File: src/rtl/bram_arbiter.sv
// Two-master Wishbone arbiter in front of the block RAM data port.
// One transaction in flight at a time, round-robin grant, watchdog error termination.
module bram_arbiter #(
    parameter int XLEN    = 32,
    parameter int TIMEOUT = 255,
    parameter int TW      = 8
) (
    input  logic            i_clk,
    input  logic            i_reset,
    input  logic            i_m0_stb,
    input  logic            i_m0_we,
    input  logic [2:0]      i_m0_sel,
    input  logic [XLEN-1:0] i_m0_addr,
    input  logic [XLEN-1:0] i_m0_data,
    output logic [XLEN-1:0] o_m0_data,
    output logic            o_m0_stall,
    output logic            o_m0_ack,
    output logic            o_m0_err,
    input  logic            i_m1_stb,
    input  logic            i_m1_we,
    input  logic [2:0]      i_m1_sel,
    input  logic [XLEN-1:0] i_m1_addr,
    input  logic [XLEN-1:0] i_m1_data,
    output logic [XLEN-1:0] o_m1_data,
    output logic            o_m1_stall,
    output logic            o_m1_ack,
    output logic            o_m1_err,
    output logic            o_s_stb,
    output logic            o_s_we,
    output logic [2:0]      o_s_sel,
    output logic [XLEN-1:0] o_s_addr,
    output logic [XLEN-1:0] o_s_data,
    input  logic [XLEN-1:0] i_s_data,
    input  logic            i_s_stall,
    input  logic            i_s_ack,
    output logic            o_busy
);

    typedef enum logic [1:0] {IDLE, ISSUE, WAIT} state_t;

    state_t        state, state_next;
    logic          grant;
    logic          last_grant;
    logic [TW-1:0] count;
    logic          acc0, acc1;
    logic          ack_hit, timeout_hit;

    // Acceptance is combinational so the winner sees stall low in the same cycle.
    always_comb begin
        acc0 = 1'b0;
        acc1 = 1'b0;
        if (state == IDLE) begin
            if (i_m0_stb && i_m1_stb) begin
                if (last_grant) acc0 = 1'b1;
                else            acc1 = 1'b1;
            end else if (i_m0_stb) begin
                acc0 = 1'b1;
            end else if (i_m1_stb) begin
                acc1 = 1'b1;
            end
        end
    end

    assign ack_hit     = (state == WAIT) && i_s_ack;
    assign timeout_hit = (state == WAIT) && (count >= TW'(TIMEOUT));

    always_comb begin
        state_next = state;
        case (state)
            IDLE:    if (acc0 || acc1) state_next = ISSUE;
            ISSUE:   if (!i_s_stall) state_next = WAIT;
            WAIT:    if (ack_hit || timeout_hit) state_next = IDLE;
            default: state_next = IDLE;
        endcase
    end

    always_ff @(posedge i_clk or posedge i_reset) begin
        if (i_reset) begin
            state      <= IDLE;
            grant      <= 1'b0;
            last_grant <= 1'b1;
            count      <= '0;
            o_s_stb    <= 1'b0;
            o_s_we     <= 1'b0;
            o_s_sel    <= '0;
            o_s_addr   <= '0;
            o_s_data   <= '0;
        end else begin
            state <= state_next;
            case (state)
                IDLE: begin
                    if (acc0 || acc1) begin
                        o_s_stb    <= 1'b1;
                        o_s_we     <= acc1 ? i_m1_we   : i_m0_we;
                        o_s_sel    <= acc1 ? i_m1_sel  : i_m0_sel;
                        o_s_addr   <= acc1 ? i_m1_addr : i_m0_addr;
                        o_s_data   <= acc1 ? i_m1_data : i_m0_data;
                        grant      <= acc1;
                        last_grant <= acc1;
                    end
                end
                ISSUE: begin
                    if (!i_s_stall) begin
                        o_s_stb <= 1'b0;
                        count   <= '0;
                    end
                end
                WAIT: begin
                    // Saturate rather than wrap so a stuck slave can never alias back to zero.
                    if (count != {TW{1'b1}}) count <= count + 1'b1;
                end
                default: ;
            endcase
        end
    end

    assign o_m0_stall = i_reset || !acc0;
    assign o_m1_stall = i_reset || !acc1;
    assign o_m0_ack   = ack_hit && !grant;
    assign o_m1_ack   = ack_hit && grant;
    assign o_m0_err   = timeout_hit && !i_s_ack && !grant;
    assign o_m1_err   = timeout_hit && !i_s_ack && grant;
    assign o_m0_data  = o_m0_ack ? i_s_data : '0;
    assign o_m1_data  = o_m1_ack ? i_s_data : '0;
    assign o_busy     = (state != IDLE);

endmodule

File: config.mk
export PLATFORM = sky130hd
export DESIGN_NAME = bram_arbiter
export DESIGN_NICKNAME = d
export VERILOG_FILES = /design/src/rtl/bram_arbiter.sv
export SDC_FILE = /design/constraint.sdc
export NUM_CORES = 1
export LEC_CHECK = 0
export CORE_AREA = 4 4 118 120
export DETAILED_ROUTE_END_ITERATION = 12
export DIE_AREA = 0 0 122 124
export HOLD_SLACK_MARGIN = 0.08
export PLACE_DENSITY = 0.88
export SLEW_MARGIN = 25
export SYNTH_ARGS = -nofsm -noshare
export SYNTH_HDL_FRONTEND = slang
export SYNTH_SLANG_ARGS = --single-unit
File: constraint.sdc
create_clock -name i_clk -period 9.4 [get_ports i_clk]
set_input_delay 1.88 -clock i_clk [delete_from_list [all_inputs] [get_ports i_clk]]
set_output_delay 1.88 -clock i_clk [all_outputs]
set_load 0.05 [all_outputs]
==> impl_results.md, run 1 <==
- Clock sink count: 81
- Die width: ~120 um
- Top fanout value on the critical path: 33
- Type of the worst setup path: in -> out
- Vias per std cell: 4.79
- Critical Path Sink Type: primary output
- Overflow left after global routing: 0
- Overall track demand over capacity in global routing: 0.214
- Synth top area share: 0.479
- Vias in the first global route: 4656
- Hold violation count in the final report: 0
- Wire length of the first global-routing pass: 24.8 mm
- HPWL after detailed placement: 12.7 mm
- Die height: roughly 120 um
- Vias after detailed routing: 4753
- DRC violations left: 0
- Final weighted congestion in routability-driven placement: 0.828
- TritonCTS clock tree: built
- Unique masters post-synth: 33
- Full die area: 15100 um2
- Skew final: 0.00622 ns
- Post-CTS clock slew at the launch and capture registers of the worst setup and hold paths: about 0.060 ns
- Fraction of layout instances using a drive strength above 1: 0.0380
- Unrepaired setup endpoints after global routing: false
- Final Critical Period: 6.09 ns
- Initial Utilization: 0.322
- Flops & latches, synth: 81
- H-tree depth reported by CTS: 3
- Top post-synthesis cells by area: dfrtp_1, a21oi_1, and2_1
- Pwr/cell area: around 340 nW/um2
- Placed standard-cell area: between 7000 and 8000 um2
- Run status: complete, no violations
- Cell area after layout: 7750 um2
- Std-Cell Rows: 42
- Total nets after synthesis: 693
- Violation count after the first detailed-routing iteration: 170
- Leading area contributor after synthesis: dfrtp_1
- Average wire length per cell after detail routing: about 17 um
- Placeable core region: 13000 um2
- Layout overhead on the synthesized area: 85.5%
- Pin count of the biggest net entering global routing: 70
- Share of the yosys chip area belonging to registers: 0.486
- Portion of the clock cycle consumed by the worst path in the final layout: 0.647
- Post-layout nets: a little under 1000
- Max-slew violations: 0
- Hold WC Path Type: reg -> reg
- Final setup fails: 0
- Number of instances resized during post-cts repair: 0
- Slew headroom: 0.412
- Worst reg2reg startpoint: state[1]$_DFFE_PP0P_
- Syn Std Cell Area: 4180 um2
- I/O pin count: 314
- Arrival time of the worst setup path: 4.21 ns
- Initial antenna violation count: 3
- Max Clock Freq: roughly 0.16 GHz
- Most common cell after layout, fill and taps aside: clkdlybuf4s50_1
- First-pass iteration count of the detailed router: 4
- Nature of the critical path startpoint: primary input
- Setup crit start: i_s_ack
- Post-synthesis area per instance: about 8.1 um2
- Most used cells in the layout excluding fill and tap cells: clkdlybuf4s50_1, a21oi_1, nand2_1, dfrtp_1, nor2_1
- Start point of the worst min-delay path: last_grant$_DFFE_PP1P_
- Total Negative Setup Slacks: 0 ns
- Clock latency on the worst-skew pair: 0.33 ns
- Post-CTS setup repair buffer count: 0
- Data required, critical path: around 7.5 ns
- Number of instances in the synthesized netlist: between 500 and 600
- Static leakage: 3.24 nW
- Final ANT Viol Nets: 0
- Hold-fix buffers, CTS: 0
- Num CTS Buffers: 9
- Maximum capacitance violations: 0
- Maximum count of clock buffers along a single path: 2
- Slew at the pin with the worst max-slew slack: 0.880 ns
- # port buffers: between 300 and 400
- Final routed wirelength across all metal layers: approximately 17 mm
- Max IR drop VDD: 0.225 mV
- Yosys warnings: 0
- Clk root buf: clkbuf_16
path summary, 6_finish.rpt:
| kind | endpoint | slack, ns | cells after the start |
|---|---|---|---|
| setup / recovery | o_m0_data[24] | 3.31 | 5 |
| hold / removal | last_grant$_DFFE_PP1P_ | 0.48 | 2 |
| setup reg to reg | o_s_addr[15]$_DFFE_PP0P_ | 7.09 | 6 |
| hold reg to reg | last_grant$_DFFE_PP1P_ | 0.48 | 2 |
| max in group asynchronous | o_s_sel[1]$_DFFE_PP0P_ | 6.39 | 3 |
| min in group asynchronous | o_s_sel[2]$_DFFE_PP0P_ | 1.95 | 2 |
metrics by stage:
step / total power, mW / instances / setup slack, ns / utilization / hold WS (ns)
global placement: 2.22 / 976 / 3.17 / 0.571 / 0.461
global route: 2.76 / 993 / 3.11 / 0.597 / 0.513
finish: 2.61 / 993 / 3.31 / 0.597 / 0.476
CTS: 2.64 / 992 / 3.10 / 0.596 / 0.481
floorplan: 1.67 / 518 / 2.91 / - / 0.446
detailed placement: 2.24 / 976 / 3.10 / 0.571 / 0.472
report_power, final:
part / leakage (nW) / internal (mW) / switching [mW]
registers: 0.924 / 0.518 / 0.0992
clock network: 0.155 / 0.247 / 0.141
logic: 2.17 / 0.525 / 1.08
synth_stat cells, drive strengths merged:
library cell,instances
a41oi,1
and4,1
nand4,2
nand2b,1
and2,64
nor3b,1
dfrtp,80
o31ai,1
o21ai,2
dfstp,1
mux2i,5
a211oi,2
or2,1
nand2,85
and3b,1
and3,4
a21oi,139
buf,19
inv,5
nor3,1
o2111ai,1
ha,1
clkbuf,17
nor4,1
nand3,4
and2b,1
nor2,76
or3b,1
state kept, by name, indices dropped and copies added, names as in the netlist:
name        flops
o_s_we          1
o_s_data       32
grant           1
last_grant      1
count           8
state           2
o_s_sel         3
o_s_addr       32
o_s_stb         1
critical path, cell delays in order:
cell and delay [ns]:
clkdlybuf4s50_1 0.52, nand2_1 0.08, nor2_2 0.67, and2_1 0.24
clkdlybuf4s50_1 0.81
cell families after synthesis:
group	synth area share
adders and majority gates	0.00300
and+or+nand+nor	0.273
buffers and inverters	0.0473
AOI/OAI and AO/OA	0.179
DFF	0.486
muxes	0.0120
area by class of cell:
| cell class | count | area (um2) |
|---|---|---|
| clock inverter | 4 | 75.1 |
| multi-input combinational | 396 | 1970 |
| timing repair buffer | 318 | 3170 |
| antenna | 1 | 2.50 |
| tap | 176 | 220 |
| sequential | 81 | 2030 |
| inverter | 5 | 20.0 |
| fill | 1108 | 5230 |
| clock buffer | 12 | 256 |
routing by layer:
metal | vias up | wire, um | global-route usage
li1 | 2294 | - | -
met1 | 2218 | 6440 | 0.241
met2 | 219 | 8440 | 0.378
met3 | 22 | 1750 | 0.0767
met4 | 0 | 336 | 0.0700
met5 | - | 0 | 0
No activity file was read; power rests on OpenSTA's default activity.
==> run 2, diff against run 1 <==
CORE_AREA = 4 4 120 122   (was 4 4 118 120)
DIE_AREA = 0 0 124 126   (was 0 0 122 124)
PLACE_DENSITY = 0.86   (was 0.88)
clock period = 5.7 ns   (was 9.4 ns; I/O delays follow)
==> run 2 against run 1 <==
Die area rose by 3.3%; highest routed layer unchanged; design area rose by 0.23%; non-clock buffer count rose by 1; flip-flop and latch count did not move; sequential power rose by 64%; via count rose by 0.61%; register-to-register slack got worse by 3.8 ns; largest cell class unchanged.
==> impl_results.md, run 2 (synthesized netlist as in run 1, its figures left out) <==
- Overflow left after global routing: 0
- Type of the worst setup path: in -> out
- Initial Utilization: 0.317
- Arrival time of the worst setup path: 3.48 ns
- Unrepaired setup endpoints after global routing: false
- Final Critical Period: 4.62 ns
- Cell area after layout: 7760 um2
- Pin count of the biggest net entering global routing: 69
- Nature of the critical path startpoint: primary input
- Maximum capacitance violations: 0
- Fraction of layout instances using a drive strength above 1: 0.0379
- Hold violation count in the final report: 0
- Max-slew violations: 0
- Pwr/cell area: roughly 560 nW/um2
- # port buffers: 313
- Violation count after the first detailed-routing iteration: 180
- Final weighted congestion in routability-driven placement: 0.789
- Layout overhead on the synthesized area: 85.9%
- Total Negative Setup Slacks: 0 ns
- Num CTS Buffers: 9
- Most used routing layer: met2
- Overall track demand over capacity in global routing: 0.204
- Slew at the pin with the worst max-slew slack: roughly 0.88 ns
- Post-layout nets: 987
- Met3 global-route usage: 0.0825
- Full die area: between 15000 and 20000 um2
- Die height: 126 um
- Portion of the clock cycle consumed by the worst path in the final layout: 0.810
- Die width: 124 um
- Maximum count of clock buffers along a single path: 2
- Slew headroom: 0.411
- Critical Path Sink Type: primary output
- First-pass iteration count of the detailed router: 4
- Clk root buf: clkbuf_16
- I/O pin count: ~310
- Vias per std cell: 4.82
- Clock sink count: 81
- Antenna Diode Count: 0
- Max Clock Freq: between 0.2 and 0.25 GHz
- Number of instances resized during post-cts repair: 0
- Static leakage: 3.26 nW
- Vias after detailed routing: around 4800
- Run status: complete, no violations
- Initial antenna violation count: 0
- TritonCTS clock tree: built
- Registers with the most flip-flops: o_s_addr x32, o_s_data x32, count x8
- HPWL after detailed placement: roughly 12 mm
- Final ANT Viol Nets: 0
- Final routed wirelength across all metal layers: 16.6 mm
- Placed standard-cell area: roughly 7400 um2
- Most common cell after layout, fill and taps aside: clkdlybuf4s50_1
- DRC violations left: 0
- Data required, critical path: ~4.6 ns
- Final setup fails: 0
- Clock latency on the worst-skew pair: 0.34 ns
- Vias in the first global route: 4670
- Skew final: between 0.008 and 0.009 ns
- Wire length of the first global-routing pass: approximately 24 mm
- Hold WC Path Type: reg -> reg
- Top fanout value on the critical path: 33
- Most used cells in the layout excluding fill and tap cells: clkdlybuf4s50_1, a21oi_1, nand2_1, dfrtp_1, nor2_1
- Average wire length per cell after detail routing: 16.8 um
- Post-CTS setup repair buffer count: 0
- Std-Cell Rows: 42
- Post-CTS clock slew at the launch and capture registers of the worst setup and hold paths: 0.06 ns
- Met2 usage in global routing: 0.360
- Global Route met1 Usage: 0.208
- Max IR drop VDD: ~0.35 mV
- Placeable core region: roughly 13000 um2
- Hold-fix buffers, CTS: 0
- H-tree depth reported by CTS: 3
[run 2: path summary, 6_finish.rpt]
check / from / end / slack [ns] / cells past startpoint
setup / recovery: i_s_ack / o_m1_data[30] / 1.08 / 4
hold / removal: last_grant$_DFFE_PP1P_ / last_grant$_DFFE_PP1P_ / 0.47 / 2
setup reg to reg: state[1]$_DFFE_PP0P_ / o_s_addr[13]$_DFFE_PP0P_ / 3.30 / 6
hold reg to reg: last_grant$_DFFE_PP1P_ / last_grant$_DFFE_PP1P_ / 0.47 / 2
max in group asynchronous: i_reset / o_s_data[17]$_DFFE_PP0P_ / 4.01 / 3
min in group asynchronous: i_reset / count[3]$_DFFE_PP0P_ / 1.28 / 3
[run 2: layout make-up]
class	instances	area (um2)
Inverter	5	20.0
Sequential cell	81	2030
Fill cell	1140	5430
Multi-Input combinational cell	396	1970
Tap cell	176	220
Timing Repair Buffer	319	3180
Clock inverter	5	103
Clock buffer	11	243
[run 2: metal layers]
layer  part of all wire  vias to the layer above
met1               0.35                     2200
met4              0.032                        0
met5                  0                        -
met2               0.50                      245
li1                   -                     2298
met3               0.12                       39
[run 2: worst max-delay path: stages]
cell and delay, ns:
clkdlybuf4s50_1 0.52, and3_1 0.74, and2_1 0.24, clkdlybuf4s50_1 0.82
[run 2: stage by stage]
stage,hold slack [ns],setup slack (ns),power (mW),cells,util
3_5_place_dp,0.459,1.11,3.68,977,0.562
5_1_grt,0.505,1.00,4.57,993,0.589
2_1_floorplan,0.446,0.685,2.75,518,-
3_3_place_gp,0.453,1.16,3.65,977,0.562
6_report,0.468,1.08,4.33,993,0.589
4_1_cts,0.469,1.10,4.37,993,0.589
[run 2: report_power, final]
part           internal (mW)  leakage, nW  switching [mW]
logic                  0.868         2.17            1.79
registers              0.854        0.924           0.155
clock network          0.439        0.166           0.230
total                   2.16         3.26            2.17
==> run 3, diff against run 2 <==
CORE_AREA = 4 4 122 124   (was 4 4 120 122)
DIE_AREA = 0 0 126 128   (was 0 0 124 126)
PLACE_DENSITY = 0.87   (was 0.86)
clock period = 3.71 ns   (was 5.7 ns; I/O delays follow)
==> run 3 against run 2 <==
Combinational power is 59% higher; flip-flop and latch count stayed put; non-clock buffer count is 2 higher; largest power group unchanged; highest routed layer unchanged.
==> impl_results.md, run 3 (synthesized netlist as in run 1, its figures left out) <==
- Run status: complete, no violations
- Max IR drop VDD: 0.534 mV
- Largest delay contributor family on the critical path: buffers and inverters
- Setup crit start: count[3]$_DFFE_PP0P_
- Max-slew violations: 0
- Overflow left after global routing: 0
- Number of cells on the worst hold path: 2
- Fraction of layout instances using a drive strength above 1: 0.121
- Static leakage: 3.58 nW
- TritonCTS clock tree: built
- # port buffers: 313
- Full die area: 16100 um2
- Most common cell after layout, fill and taps aside: clkdlybuf4s50_1
- FF-to-FF End: o_s_data[3]$_DFFE_PP0P_
- Vias per std cell: 4.84
- Overall track demand over capacity in global routing: 0.202
- Number of instances resized during post-cts repair: 0
- H-tree depth reported by CTS: 3
- Final Instance Count excl. Fillers: 998
- Total Negative Setup Slacks: 0 ns
- Maximum capacitance violations: 0
- Pwr/cell area: ~800 nW/um2
- Final setup fails: 0
- Clk root buf: clkbuf_16
- R2R cell count: 5
- DRC violations left: 0
- Critical Path Sink Type: primary output
- Worst path cell trace: and3_1 -> nand3_1 -> nor2_1 -> and3b_1 -> clkdlybuf4s50_1
- Final Critical Period: 3.09 ns
- Start point of the worst min-delay path: last_grant$_DFFE_PP1P_
- Vias after detailed routing: a little under 5000
- Area used by multi-input combinational logic: 1970 um2
- Die height: roughly 130 um
- Initial Utilization: 0.303
- Layout overhead on the synthesized area: 102%
- Average wire length per cell after detail routing: around 17 um
- Post-CTS clock slew at the launch and capture registers of the worst setup and hold paths: around 0.060 ns
- Type of the worst setup path: reg -> out
- Maximum count of clock buffers along a single path: 2
- Wire length of the first global-routing pass: around 26 mm
- Arrival time of the worst setup path: between 2 and 2.5 ns
- Worst reg2reg startpoint: state[1]$_DFFE_PP0P_
- Std-Cell Rows: 43
- Clock latency on the worst-skew pair: between 0.3 and 0.4 ns
- Final ANT Viol Nets: 0
- Skew final: around 0.0068 ns
- I/O pin count: 314
- Num CTS Buffers: 9
- Hold WC Path Type: reg -> reg
- Final routed wirelength across all metal layers: 17.0 mm
- Critical path's slowest cell: clkdlybuf4s50_1
- Final weighted congestion in routability-driven placement: 0.809
- Cell area after layout: 8430 um2
- Most used cells in the layout excluding fill and tap cells: clkdlybuf4s50_1, a21oi_1, nand2_1, dfrtp_1, nor2_1
- Registers with the most flip-flops: o_s_addr x32, o_s_data x32, count x8
- Initial antenna violation count: 0
- Post-CTS setup repair buffer count: 0
- Longest individual stage delay on the worst path: slightly above 0.8 ns
- Hold-fix buffers, CTS: 0
- Top fanout value on the critical path: 5
- HPWL after detailed placement: approximately 13 mm
- Count of filler cells inserted in the layout: ~1100
- Clock sink count: a little over 80
- Setup slack on the worst flop-to-flop path: 1.60 ns
- Vias in the first global route: 4800
- Antenna Diode Count: 0
- Max Clock Freq: 0.324 GHz
- Footprint of the flip-flops and latches: 2030 um2
- Data required, critical path: 2.97 ns
- Violation count after the first detailed-routing iteration: 216
- Post-Place Cells: 983
- Post-layout nets: 989
- First-pass iteration count of the detailed router: 4
- Hold violation count in the final report: 0
- Unrepaired setup endpoints after global routing: false
- Placed standard-cell area: just over 8000 um2
- Die width: 126 um
- Slew headroom: 0.459
- Pin count of the biggest net entering global routing: 72
- Total design power: 6.72 mW
- Portion of the clock cycle consumed by the worst path in the final layout: 0.832
- Placeable core region: 13800 um2
- Worst path buffer plus inverter count: 1
- End point of the most critical hold path: last_grant$_DFFE_PP1P_
- Nature of the critical path startpoint: flip-flop
- Slew at the pin with the worst max-slew slack: about 0.81 ns
run 3: changes by cell type in the layout (fill, tap and decap cells not counted):
cell             change
buf_12              +68
clkdlybuf4s50_1     -68
buf_4                +2
bufinv_16            -1
clkbuf_1             +1
clkinv_2             -1
run 3: metrics by stage:
step	hold WS (ns)	setup slack, ns	util
after detailed placement	0.470	0.628	0.590
final	0.473	0.624	0.612
after floorplan	0.446	0.134	-
after global routing	0.501	0.505	0.612
after global placement	0.455	0.625	0.590
after CTS	0.481	0.597	0.612
run 3: report_power, final:
group	switching, mW	leakage [nW]	total [mW]	internal (mW)
logic	2.77	2.50	4.22	1.45
registers	0.246	0.924	1.56	1.31
clock network	0.337	0.153	0.941	0.604
total	3.35	3.58	6.72	3.36
run 3: per-layer routing:
metal	vias to the layer above	GRT usage	share of wire
li1	2306	-	-
met1	2249	0.226	0.38
met2	253	0.354	0.50
met3	23	0.0817	0.11
met4	0	0.0618	0.021
met5	-	0	0
run 3: layout make-up:
type	instances	share of cell area
Clock buffer	12	0.0292
Clock inverter	3	0.00772
Sequential cell	81	0.241
Timing Repair Buffer	321	0.459
Tap cell	180	0.0267
Multi-Input combinational cell	396	0.234
Inverter	5	0.00267
run 3: how the worst max path moves through the flow:
stage                             to  slack (ns)  cells past startpoint
after CTS                   o_m0_err        0.60                      5
after floorplan           o_m0_stall        0.13                      2
final                       o_m0_err        0.62                      5
after global routing        o_m0_err        0.50                      5
after global placement      o_m0_err        0.62                      4
after detailed placement    o_m0_err        0.63                      4
run 3: worst min-delay path: stages (launching register included):
cell and delay [ns]:
dfstp_2 0.37, nand2_1 0.05, nand2_1 0.05
